## src/rtl/serial_cmp_ctrl_pkg.sv

```systemverilog
// serial_cmp_pkg: shared types and constants for the serial slice comparator controller
// Contents: state_e (FSM states), RES_G/RES_E/RES_L one-hot {g,e,l} encodings, SLICE_DEF default slice width.
package serial_cmp_pkg;
  typedef enum logic [1:0] {IDLE, COMPARE, DONE} state_e;
  localparam logic [2:0] RES_G = 3'b100;
  localparam logic [2:0] RES_E = 3'b010;
  localparam logic [2:0] RES_L = 3'b001;
  localparam int SLICE_DEF = 2;
endpackage

```

## src/rtl/serial_cmp_ctrl_if.sv

```systemverilog
// serial_cmp_ctrl_if: start/result handshake bundle between requester and serial_cmp_ctrl
// Requester -> controller: start_valid, a, b (W bits), res_ready.
// Controller -> requester: start_ready, res_valid, g/e/l, cycles ($clog2(W/SLICE+1) bits), busy.
// master: requester view; slave: controller view.
interface serial_cmp_ctrl_if import serial_cmp_pkg::*; #(parameter int W = 8, parameter int SLICE = SLICE_DEF);
  logic start_valid, start_ready, res_valid, res_ready, g, e, l, busy;
  logic [W-1:0] a, b;
  logic [$clog2(W/SLICE+1)-1:0] cycles;
  modport master(output start_valid, a, b, res_ready, input start_ready, res_valid, g, e, l, cycles, busy);
  modport slave(input start_valid, a, b, res_ready, output start_ready, res_valid, g, e, l, cycles, busy);
endinterface

```

## src/rtl/serial_cmp_ctrl_cmp_slice.sv

```systemverilog
// cmp_slice: combinational SLICE-bit unsigned magnitude comparator
// Ports: x, y (SLICE bits) in; gt, eq, lt out, exactly one high.
module cmp_slice import serial_cmp_pkg::*; #(parameter int SLICE = SLICE_DEF) (
  input  logic [SLICE-1:0] x,
  input  logic [SLICE-1:0] y,
  output logic             gt,
  output logic             eq,
  output logic             lt
);
  assign gt = x > y;
  assign eq = x == y;
  assign lt = x < y;
endmodule

```

## src/rtl/serial_cmp_ctrl.sv

```systemverilog
// serial_cmp_ctrl: compares two W-bit operands MSB-first, one SLICE-bit slice per cycle
// Ports: clk, rst_n (sync, active-low), bus (serial_cmp_ctrl_if.slave: start handshake with a/b,
// result handshake with one-hot g/e/l, cycles used, busy).
// Build option: CMP_SIGNED_EN treats operands as two's complement.
module serial_cmp_ctrl import serial_cmp_pkg::*; #(
  parameter int W     = 8,
  parameter int SLICE = SLICE_DEF
) (
  input logic              clk,
  input logic              rst_n,
  serial_cmp_ctrl_if.slave bus
);
  localparam int N  = W / SLICE;
  localparam int IW = N > 1 ? $clog2(N) : 1;
  localparam int CW = $clog2(N + 1);
  if (W % SLICE != 0 || W < SLICE) begin : g_bad_width
    $error("serial_cmp_ctrl: W must be a positive multiple of SLICE");
  end
  state_e          state_q, state_d;
  logic [W-1:0]    a_q, a_d, b_q, b_d;
  logic [IW-1:0]   idx_q, idx_d;
  logic [CW-1:0]   cycles_q, cycles_d;
  logic [2:0]      res_q, res_d;
  logic            start_ready_q, start_ready_d, res_valid_q, res_valid_d, busy_q, busy_d;
  logic [SLICE-1:0] sa, sb;
  logic            gt, eq, lt, last;
  assign sa   = a_q[idx_q*SLICE +: SLICE];
  assign sb   = b_q[idx_q*SLICE +: SLICE];
  assign last = idx_q == '0;
  cmp_slice #(.SLICE(SLICE)) u_slice (.x(sa), .y(sb), .gt(gt), .eq(eq), .lt(lt));
  always_comb begin
    state_d  = state_q;
    a_d      = a_q;
    b_d      = b_q;
    idx_d    = idx_q;
    cycles_d = cycles_q;
    res_d    = res_q;
    if (state_q == IDLE && bus.start_valid) begin
`ifdef CMP_SIGNED_EN
      // flipping the sign bit maps two's complement order onto unsigned order
      a_d = bus.a ^ (W'(1) << (W - 1));
      b_d = bus.b ^ (W'(1) << (W - 1));
`else
      a_d = bus.a;
      b_d = bus.b;
`endif
      idx_d    = IW'(N - 1);
      cycles_d = '0;
      state_d  = COMPARE;
    end else if (state_q == COMPARE) begin
      cycles_d = cycles_q + CW'(1);
      idx_d    = idx_q - IW'(1);
      res_d    = gt ? RES_G : lt ? RES_L : last ? RES_E : '0;
      state_d  = (!eq || last) ? DONE : COMPARE;
    end else if (state_q == DONE && bus.res_ready) begin
      res_d   = '0;
      state_d = IDLE;
    end
    start_ready_d = state_d == IDLE;
    res_valid_d   = state_d == DONE;
    busy_d        = state_d != IDLE;
  end
  always_ff @(posedge clk) begin
    if (!rst_n) begin
      state_q       <= IDLE;
      a_q           <= '0;
      b_q           <= '0;
      idx_q         <= '0;
      cycles_q      <= '0;
      res_q         <= '0;
      start_ready_q <= 1'b1;
      res_valid_q   <= 1'b0;
      busy_q        <= 1'b0;
    end else begin
      state_q       <= state_d;
      a_q           <= a_d;
      b_q           <= b_d;
      idx_q         <= idx_d;
      cycles_q      <= cycles_d;
      res_q         <= res_d;
      start_ready_q <= start_ready_d;
      res_valid_q   <= res_valid_d;
      busy_q        <= busy_d;
    end
  end
  assign bus.start_ready       = start_ready_q;
  assign bus.res_valid         = res_valid_q;
  assign {bus.g, bus.e, bus.l} = res_q;
  assign bus.cycles            = cycles_q;
  assign bus.busy              = busy_q;
endmodule

```

## src/flat_wrapper.sv

```systemverilog
// flat-port wrapper written by rule: the top's interface ports become plain ports
module serial_cmp_ctrl_flat import serial_cmp_pkg::*;
#(
  parameter int W     = 8,
  parameter int SLICE = SLICE_DEF
)
  (clk, rst_n, bus_start_valid, bus_a, bus_b, bus_res_ready, bus_start_ready, bus_res_valid, bus_g, bus_e, bus_l, bus_cycles, bus_busy);
  serial_cmp_ctrl_if #(.W(W), .SLICE(SLICE)) bus_i ();
  input logic clk;
  input logic rst_n;
  input wire logic [$bits(bus_i.start_valid)-1:0] bus_start_valid;
  input wire logic [$bits(bus_i.a)-1:0] bus_a;
  input wire logic [$bits(bus_i.b)-1:0] bus_b;
  input wire logic [$bits(bus_i.res_ready)-1:0] bus_res_ready;
  output wire logic [$bits(bus_i.start_ready)-1:0] bus_start_ready;
  output wire logic [$bits(bus_i.res_valid)-1:0] bus_res_valid;
  output wire logic [$bits(bus_i.g)-1:0] bus_g;
  output wire logic [$bits(bus_i.e)-1:0] bus_e;
  output wire logic [$bits(bus_i.l)-1:0] bus_l;
  output wire logic [$bits(bus_i.cycles)-1:0] bus_cycles;
  output wire logic [$bits(bus_i.busy)-1:0] bus_busy;
  assign bus_i.start_valid = bus_start_valid;
  assign bus_i.a = bus_a;
  assign bus_i.b = bus_b;
  assign bus_i.res_ready = bus_res_ready;
  assign bus_start_ready = bus_i.start_ready;
  assign bus_res_valid = bus_i.res_valid;
  assign bus_g = bus_i.g;
  assign bus_e = bus_i.e;
  assign bus_l = bus_i.l;
  assign bus_cycles = bus_i.cycles;
  assign bus_busy = bus_i.busy;
  serial_cmp_ctrl #(.W(W), .SLICE(SLICE)) u_core (.clk(clk), .rst_n(rst_n), .bus(bus_i));
endmodule
```

## config.mk

```make
export PLATFORM = sky130hd
export DESIGN_NAME = serial_cmp_ctrl_flat
export DESIGN_NICKNAME = d
export VERILOG_FILES = /design/src/rtl/serial_cmp_ctrl_pkg.sv /design/src/rtl/serial_cmp_ctrl_if.sv /design/src/rtl/serial_cmp_ctrl_cmp_slice.sv /design/src/rtl/serial_cmp_ctrl.sv /design/src/flat_wrapper.sv
export SDC_FILE = /design/constraint.sdc
export NUM_CORES = 1
export LEC_CHECK = 0
export BUFFER_PORTS_ARGS = -buffer_cell sky130_fd_sc_hd__buf_2
export CAP_MARGIN = 20
export CORE_UTILIZATION = 55
export CTS_BUF_LIST = sky130_fd_sc_hd__clkbuf_4
export DETAILED_ROUTE_END_ITERATION = 8
export PLACE_DENSITY_LB_ADDON = 0.12
export RECOVER_POWER = 100
export SLEW_MARGIN = 20
export SYNTH_ARGS = -nofsm -noshare
export SYNTH_HDL_FRONTEND = slang
export SYNTH_SLANG_ARGS = --single-unit
```

## constraint.sdc

```tcl
create_clock -name clk -period 2 [get_ports clk]
set_input_delay 0.1 -clock clk [delete_from_list [all_inputs] [get_ports clk]]
set_output_delay 0.1 -clock clk [all_outputs]
set_load 0.03 [all_outputs]
```

### Word level (Yosys, flattened, before mapping)

Index checks and enable logic that the tools add are counted.

| word-level totals | value |
|---|---|
| register bits after elaboration | 29 |
| word-level logic and storage cells | 44 |
| output and inout bits | 9 |
| input bits | 20 |

| cells by class | value |
|---|---|
| $lt $le $gt $ge | 2 |
| shifts and indexed selects | 2 |
| add/sub/neg operators | 2 |
| mux-type cells | 11 |
| eq/ne operators | 4 |
| bitwise gates (word level) | 2 |
| reduce and logical (&&, ||, !) cells | 12 |

Operator list:

| operator | number |
|---|---|
| $shiftx 8x4->2 | 2 |
| $mux 2 | 7 |
| $mux 3 | 4 |
| $logic_not 2->1 | 3 |
| $reduce_bool 2->1 | 3 |
| $eq 2x2->1 const B | 2 |
| $add 3x1->3 const B | 1 |
| $eq 2x1->1 const B | 1 |
| $eq 2x2->1 | 1 |
| $gt 2x2->1 | 1 |
| $logic_and 1x1->1 | 2 |
| $lt 2x2->1 | 1 |
| $not 1->1 | 2 |
| $reduce_and 2->1 | 1 |
| $reduce_or 2->1 | 1 |
| $sub 2x1->2 const B | 1 |
| $logic_not 1->1 | 1 |
| $logic_or 1x1->1 | 1 |

### Depth between registers and ports, before layout

Gate-level depths: netlist of the first run.

| logic depth | value |
|---|---|
| depth in word-level cells | 8 |
| gate-level depth with buffers | 7 |
| mapped depth without buffers | 6 |

### Cells and area by module

A second synthesis of the first run with hierarchy kept.

| unflattened totals | value |
|---|---|
| cells, all modules | 127 |
| area total of the unflattened synthesis | 1297.5 um^2 |

Modules (own cells, without submodules):

| module | area each (um^2) | cells an instance | instances | seq. area each (um^2) |
|---|---|---|---|---|
| serial_cmp_ctrl | 1234.9 | 118 | 1 | 580.6 |
| cmp_slice | 62.6 | 9 | 1 | 0.0 |

### Least setup slack after synthesis of the first run

OpenSTA, ideal clock, no wires.

| timing | value |
|---|---|
| path type | register to register |
| start | reg u_core.idx_q[0] |
| end | reg u_core.res_q[1] |
| library setup time | 0.129 ns |
| clock period less this slack | 1.827 ns |
| data required time | 1.871 ns |
| path buffers | 1 |
| setup slack | 0.173 ns |
| data arrival time | 1.698 ns |
| stages on the path, launching flop included | 7 |
| cells stage by stage | dfxtp_1 > buf_2 > mux4_2 > ha_1 > nor2b_1 > o211ai_1 > o22ai_1 |

| between the ends | value |
|---|---|
| word-level cells in the longest chain between the ends | 5 |
| elaborated cells on any way between the ends | 9 |
| those cells by class | 2 x order compare; 2 x shift; 4 x mux; 1 x reduce/logical |

RTL lines:

| what | line | text |
|---|---|---|
| from (decl) | serial_cmp_ctrl.sv:21 | `logic [IW-1:0] idx_q, idx_d;` |
| from (signal assigned) | serial_cmp_ctrl.sv:78 | `idx_q <= idx_d;` |
| $shiftx 8x4->2 (tied with other cells) | serial_cmp_ctrl.sv:27 | `assign sa = a_q[idx_q*SLICE +: SLICE];` |
| $lt 2x2->1 or $mux 2 (tied branches) | serial_cmp_ctrl_cmp_slice.sv:12, serial_cmp_ctrl.sv:53 |  |
| $mux 3 | serial_cmp_ctrl.sv:53 | `res_d = gt ? RES_G : lt ? RES_L : last ? RES_E : '0;` |
| $mux 3 (*) | serial_cmp_ctrl.sv:53 |  |
| $mux 3 (*) | serial_cmp_ctrl.sv:50 | `end else if (state_q == COMPARE) begin` |
| to (signal assigned) | serial_cmp_ctrl.sv:80 | `res_q <= res_d;` |
| to (decl) | serial_cmp_ctrl.sv:23 | `logic [2:0] res_q, res_d;` |

Every way passes the cells marked *; elsewhere a longest branch is shown, timed or not.
A chain may end at the register's enable or synchronous reset.

### Worst setup path after layout of the first run

| timing | value |
|---|---|
| start | reg u_core.idx_q[0] |
| end | reg u_core.res_q[2] |

| between the ends | value |
|---|---|
| word-level cells in the longest chain between the ends | 4 |
| elaborated cells on any way between the ends | 5 |
| those cells by class | 1 x order compare; 2 x shift; 2 x mux |

RTL lines:

| what | line | text |
|---|---|---|
| $shiftx 8x4->2 (on tied branches) | serial_cmp_ctrl.sv:27, serial_cmp_ctrl.sv:28 |  |
| $gt 2x2->1 (*) | serial_cmp_ctrl_cmp_slice.sv:10 | `assign gt = x > y;` |
| $mux 3 (*) | serial_cmp_ctrl.sv:53 |  |
| $mux 3 (*) | serial_cmp_ctrl.sv:50 |  |

Marked as above.

==> qor.csv, run 1 <==
metric,value,unit
seq_area_frac_synth,45.8,%
whs,0.0190,ns
synthMuxAreaShare,7.90,%
grt_pass1_vias,969,
ios,29,
cp_data_required_time,2.20,ns
detail_route.vias_per_cell,5.20,
routedWlPerCell,11.7,um
dr_total_vias,1019,
r2r_start,u_core.idx_q[0],
ir_drop,622,uV
ys_types,32,
grt_max_degree,26,
hp-start,bus_a[2],
cts.clk_slew.worst_paths,0.09,ns
grt_overflow,0,
synth_flop_cell,dfxtp_1,
dp_cells,189,
ant_nets,0,
yosys-top-cells-area,"dfxtp_1 46%, nand2_1 11%, a21oi_1 8.3%",
post-dp-hpwl,1.71,mm
cpPeakStageDelay,0.50,ns
end_kind,flop,
nNetsFinal,192,
cts_root_buffer,clkbuf_4,
fin_skew,0.00603,ns
drt_wl_total,2.28,mm
syn-num-nets,165,
hold_violations,0,
port_buffers,28,
synthCells,141,
post_dp_cell_area,1380,sq um
layout.cells.non_filler,196,
drt_iter0_drc,14,
drv_slew,0,
drcViolationCount,0,
core_region_area,2190,sq um
cts_inserted_buffers,5,
p_leak,0.573,nW
critPathLaunch,u_core.idx_q[0],
clock_path_buffers,2,
antenna_found_initial,0,
fin_util,64.8,%
synth_xor_xnor_area_share,0,%
first_pass_iters,4,
synth_edf_count,0,
status,"finished, final reports clean",
synthArstFlopShare,0,%
drive_gt1_share,19.6,%
synth_area,1270,sq um
synth_fa_ha_area_share,3.95,%
met2_length,1.15,mm
start_util,57.9,%
arrival,2.03,ns
rows,17,
seq_area,584,sq um
pwr_density_cell,955,nW/um^2
fillerInstances,211,
tightest_slew,0.577,ns
final_common_cell,nand2_1,
hold_buffers,0,
yosys.area.top_type,dfxtp_1,
rsz0062_at_grt,false,
layout_common_cells,"36 x nand2_1, 28 x dfxtp_1, 21 x a21oi_1, 19 x buf_2, 10 x clkbuf_1",
die_w,50.0,um
critical_path_buf_inv_count,0,
die_area,2500,sq um
grt.total_usage,21.9,%
crit_fanout,6,
h-tree-depth,2,
die_h,50.0,um
slowest_stage,mux4_2,
wirelength_met1,1.02,mm
avgSynthCellArea,8.99,sq um
final_cell_area,1420,sq um
synth-simple-area-share,19.4,%
place_congestion,0.775,
cp-start-kind,flop,
cts_tree,done,
clk_latency,0.31,ns
ys_ff_latch,29,
grt_pass1_wl,4.11,mm
cts.sinks,29,
multiInputGateArea,586,sq um
synth_compound_area_share,14.9,%
worstSetupPathType,flop to flop,
ys.warnings.count,0,
synth_top_area_share,45.8,%
area_delta_synth_final,12.0,%
crit_family,multiplexers,
wl_met3,86,um
final-setup-viol-count,0,
hold_class,primary input to flop,
fmax,0.544,GHz
antenna_cells,0,
slew_headroom,61.5,%
synth_top_family_by_area,simple AND/OR/NAND/NOR gates,
maxCapViolations,0,
crit_chain,mux4_2 -> ha_1 -> nor2b_1 -> o211ai_1 -> o22ai_1,
tns,0,ns
top_layer_used,met4,
fin_crit_sh,91.9,%
post-route-min-period,1.84,ns
worst reg2reg max path, stage by stage (launching register included):
cell      delay [ns]
dfxtp_4         0.40
mux4_2          0.50
ha_1            0.34
nor2b_1         0.15
o211ai_1        0.21
o22ai_1         0.12
state kept, by name, summed over array words and instances (netlist names):
signal                  flops
u_core.idx_q                2
u_core.bus.busy             1
u_core.b_q                  8
u_core.bus.res_valid        1
u_core.bus.cycles           3
u_core.bus.start_ready      1
u_core.a_q                  8
u_core.state_q              2
u_core.res_q                3
per-stage QoR:
stage	setup slack (ns)	power, mW
5_1_grt	0.0404	1.44
3_3_place_gp	0.100	1.04
4_1_cts	0.00861	1.37
3_5_place_dp	0.0259	1.05
2_1_floorplan	0.173	0.988
6_report	0.162	1.36
synthesized netlist by cell type, types with 2 or more instances:
cell type,count
nor3b_1,2
nand2_1,36
clkbuf_1,2
mux4_2,4
a21oi_1,21
dfxtp_1,29
buf_6,2
nand3b_1,2
o211ai_1,2
nor2b_1,3
o21ai_0,2
ha_1,4
nor2_1,3
inv_1,8
buf_2,3
o22ai_1,2
final timing paths:
check                                  endpoint  slack [ns]  cells past startpoint
worst min register to register    u_core.a_q[5]        0.46                      2
worst max register to register  u_core.res_q[2]        0.16                      5
worst min-delay path              u_core.a_q[2]        0.02                      3
worst max-delay path            u_core.res_q[2]        0.16                      5
logic make-up (layout without fill, tap and decap cells):
| logic type | count (synthesis) | in the layout |
|---|---|---|
| adder cells (fa/ha/maj) | 4 | 4 |
| buffers and inverters | 18 | 45 |
| flip-flops | 29 | 29 |
| AO/OA/AOI/OAI | 33 | 33 |
| multiplexers | 5 | 5 |
| AND/OR/NAND/NOR | 52 | 52 |
layout make-up:
cell class / instances / share of cell area, %
Sequential cell: 29 / 41.1
Clock buffer: 6 / 3.17
Inverter: 9 / 2.38
Multi-Input combinational cell: 94 / 41.2
Clock inverter: 1 / 0.264
Tap cell: 28 / 2.47
Timing Repair Buffer: 29 / 9.34
per-layer routing:
metal | track usage, % | up-vias
li1 | - | 534
met1 | 24.9 | 452
met2 | 38.7 | 28
met3 | 4.63 | 5
met4 | 10.0 | 0
met5 | 0 | -
power by group:
part,internal (mW),total (mW),switching (mW)
clock,0.141,0.321,0.180
sequential,0.644,0.700,0.0561
combinational,0.137,0.336,0.199
total,0.921,1.36,0.435
timing repair:
| item | in CTS | in global routing |
|---|---|---|
| gates resized for setup | 0 | 3 |
| endpoints found under the setup margin | 0 | 5 |
| buffers inserted | 0 | 0 |
No activity file was read; power rests on OpenSTA's default activity.
==> inputs of run 2 (changes only) <==
--- a/config.mk
+++ b/config.mk
@@ -15,4 +15,5 @@
 export SLEW_MARGIN = 20
 export SYNTH_ARGS = -nofsm -noshare
 export SYNTH_HDL_FRONTEND = slang
+export SYNTH_HIERARCHICAL = 1
 export SYNTH_SLANG_ARGS = --single-unit
==> qor.csv, run 2 <==
metric,value,unit
antenna_found_initial,0,
detail_route.vias_per_cell,5.25,
failed_checks,negative setup slack,
pre_cts_ws,-0.210,ns
h-tree-depth,2,
tightest_slew,0.672,ns
port_buffers,28,
first_pass_iters,5,
ant_nets,0,
ios,29,
hold_violations,0,
clock_path_buffers,2,
pwr_density_cell,937,nW/um^2
cp_data_required_time,2.26,ns
fmax,0.478,GHz
clk_latency,0.33,ns
fin_crit_sh,105,%
ys_ff_latch,29,
fin_skew,0.00656,ns
p_total,1.44,mW
end_kind,flop,
ys_top_cells_by_count,"29 x dfxtp_1, 21 x nor2_1, 17 x mux2i_1",
dr_total_vias,993,
cts.clk_slew.worst_paths,0.09,ns
cts.sinks,29,
drt_iter0_drc,15,
arrival,2.35,ns
grt_pass1_wl,3.88,mm
cts_inserted_buffers,5,
synth_top_area_share,44.7,%
syn-num-nets,151,
grt_pass1_vias,917,
ys.warnings.count,6,
cp-start-kind,flop,
status,"complete, but fails checks",
dp_cells,179,
ir_drop,591,uV
avgSynthCellArea,10.2,sq um
seq_area_frac_synth,44.7,%
layout_common_cells,"28 x dfxtp_1, 21 x nor2_1, 19 x buf_2, 17 x mux2i_1, 9 x clkbuf_1",
die_area,2560,sq um
drcViolationCount,0,
nNetsFinal,184,
die_w,50.6,um
layout.cells.non_filler,189,
antenna_cells,0,
core_region_area,2210,sq um
start_util,58.7,%
final_cell_area,1540,sq um
maxCapViolations,0,
grt_max_degree,24,
reg.largest.list,"u_core/a_q (8), u_core/b_q (8)",
area_delta_synth_final,18.5,%
post_dp_cell_area,1460,sq um
yosys.area.top_type,dfxtp_1,
routedWlPerCell,12.4,um
synthArstFlopShare,0,%
ys_types,30,
rows,17,
cts_root_buffer,clkbuf_4,
p_leak,0.661,nW
drt_wl_total,2.35,mm
cts_tree,done,
hold_class,primary input to flop,
final-setup-viol-count,4,
slew_headroom,55.1,%
synth.most_common_cell,dfxtp_1,
place_congestion,0.784,
crit_fanout,5,
synth_edf_count,0,
post-dp-hpwl,1.67,mm
final_common_cell,dfxtp_1,
synth_flop_cell,dfxtp_1,
fillerInstances,202,
drv_slew,0,
yosys-top-cells-area,"dfxtp_1 45%, mux2i_1 13%, mux4_2 6.9%",
drive_gt1_share,26.1,%
worstSetupPathType,flop to flop,
die_h,50.6,um
grt.total_usage,21.4,%
synthCells,127,
fin_ws,-0.0921,ns
post-route-min-period,2.09,ns
seq_area,584,sq um
tns,-0.143,ns
rsz0062_at_grt,true,
multiInputGateArea,659,sq um
cts_setup_buffers,0,
synth_area,1300,sq um
grt_overflow,0,
==> run 2: cell types whose count changed after synthesis, sizes merged, moves of 2 or more <==
cell    delta
o22ai      -2
mux2i     +16
inv        -3
o21ai      +2
clkbuf     +2
nor2      +18
a21oi     -16
and2       +2
nand2b     +2
o21a       +3
buf        -3
nand2     -31
==> run 2: where the power goes <==
group	internal, mW	leakage [nW]	switching, mW
logic	0.200	0.385	0.184
clock network	0.180	0.0368	0.193
registers	0.634	0.239	0.0484
total	1.01	0.661	0.426
==> run 2: stage by stage <==
stage	util, %	hold slack [ns]
after floorplan	-	0.176
after global placement	66.2	0.332
after detailed placement	66.2	0.339
after CTS	70.0	0.000728
after global routing	69.5	0.00396
final	69.5	0.00464
==> run 2: metal layers <==
metal | wire length, um | share of wire, % | GRT usage [%] | vias up
li1 | - | - | - | 504
met1 | 1000 | 43 | 23.9 | 456
met2 | 1160 | 49 | 35.8 | 28
met3 | 144 | 6.1 | 8.18 | 5
met4 | 44 | 1.9 | 9.72 | 0
met5 | 0 | 0 | 0 | -
==> run 2: kinds of logic after synthesis <==
group / count (synthesis) / synth area share, %
AND/OR/NAND/NOR: 41 / 16.4
flip-flops: 29 / 44.7
multiplexers: 21 / 20.1
AO/OA/AOI/OAI: 18 / 8.87
adder cells (fa/ha/maj): 4 / 3.86
buffers and inverters: 14 / 6.07
==> run 2: layout make-up <==
class	count	share of cell area, %
clock buffer	8	3.91
inverter	6	1.46
multi-input combinational	84	42.9
sequential	29	38.0
tap	28	2.28
timing repair buffer	34	11.5
==> run 2: critical path: stages, from the launching register on <==
cell	delay (ns)
dfxtp_4	0.39
mux4_2	0.53
ha_4	0.30
nand2b_4	0.05
and2_4	0.13
or4b_1	0.49
a21oi_1	0.13
==> run 2: repair_timing <==
item | CTS | global route
endpoints found under the hold margin | 2 | 0
hold buffers | 2 | 0
pin swaps | 1 | 0
setup endpoints to repair | 5 | 4
resized for setup | 2 | 2
==> run 2: worst paths after layout <==
check	start	endpoint	slack (ns)	cells past startpoint
worst max register to register	u_core/idx_q[0]	u_core/res_q[1]	-0.09	6
worst max-delay path	u_core/idx_q[0]	u_core/res_q[1]	-0.09	6
worst min-delay path	bus_a[3]	u_core/a_q[3]	0.005	3
worst min register to register	u_core/res_q[0]	u_core/res_q[0]	0.47	2
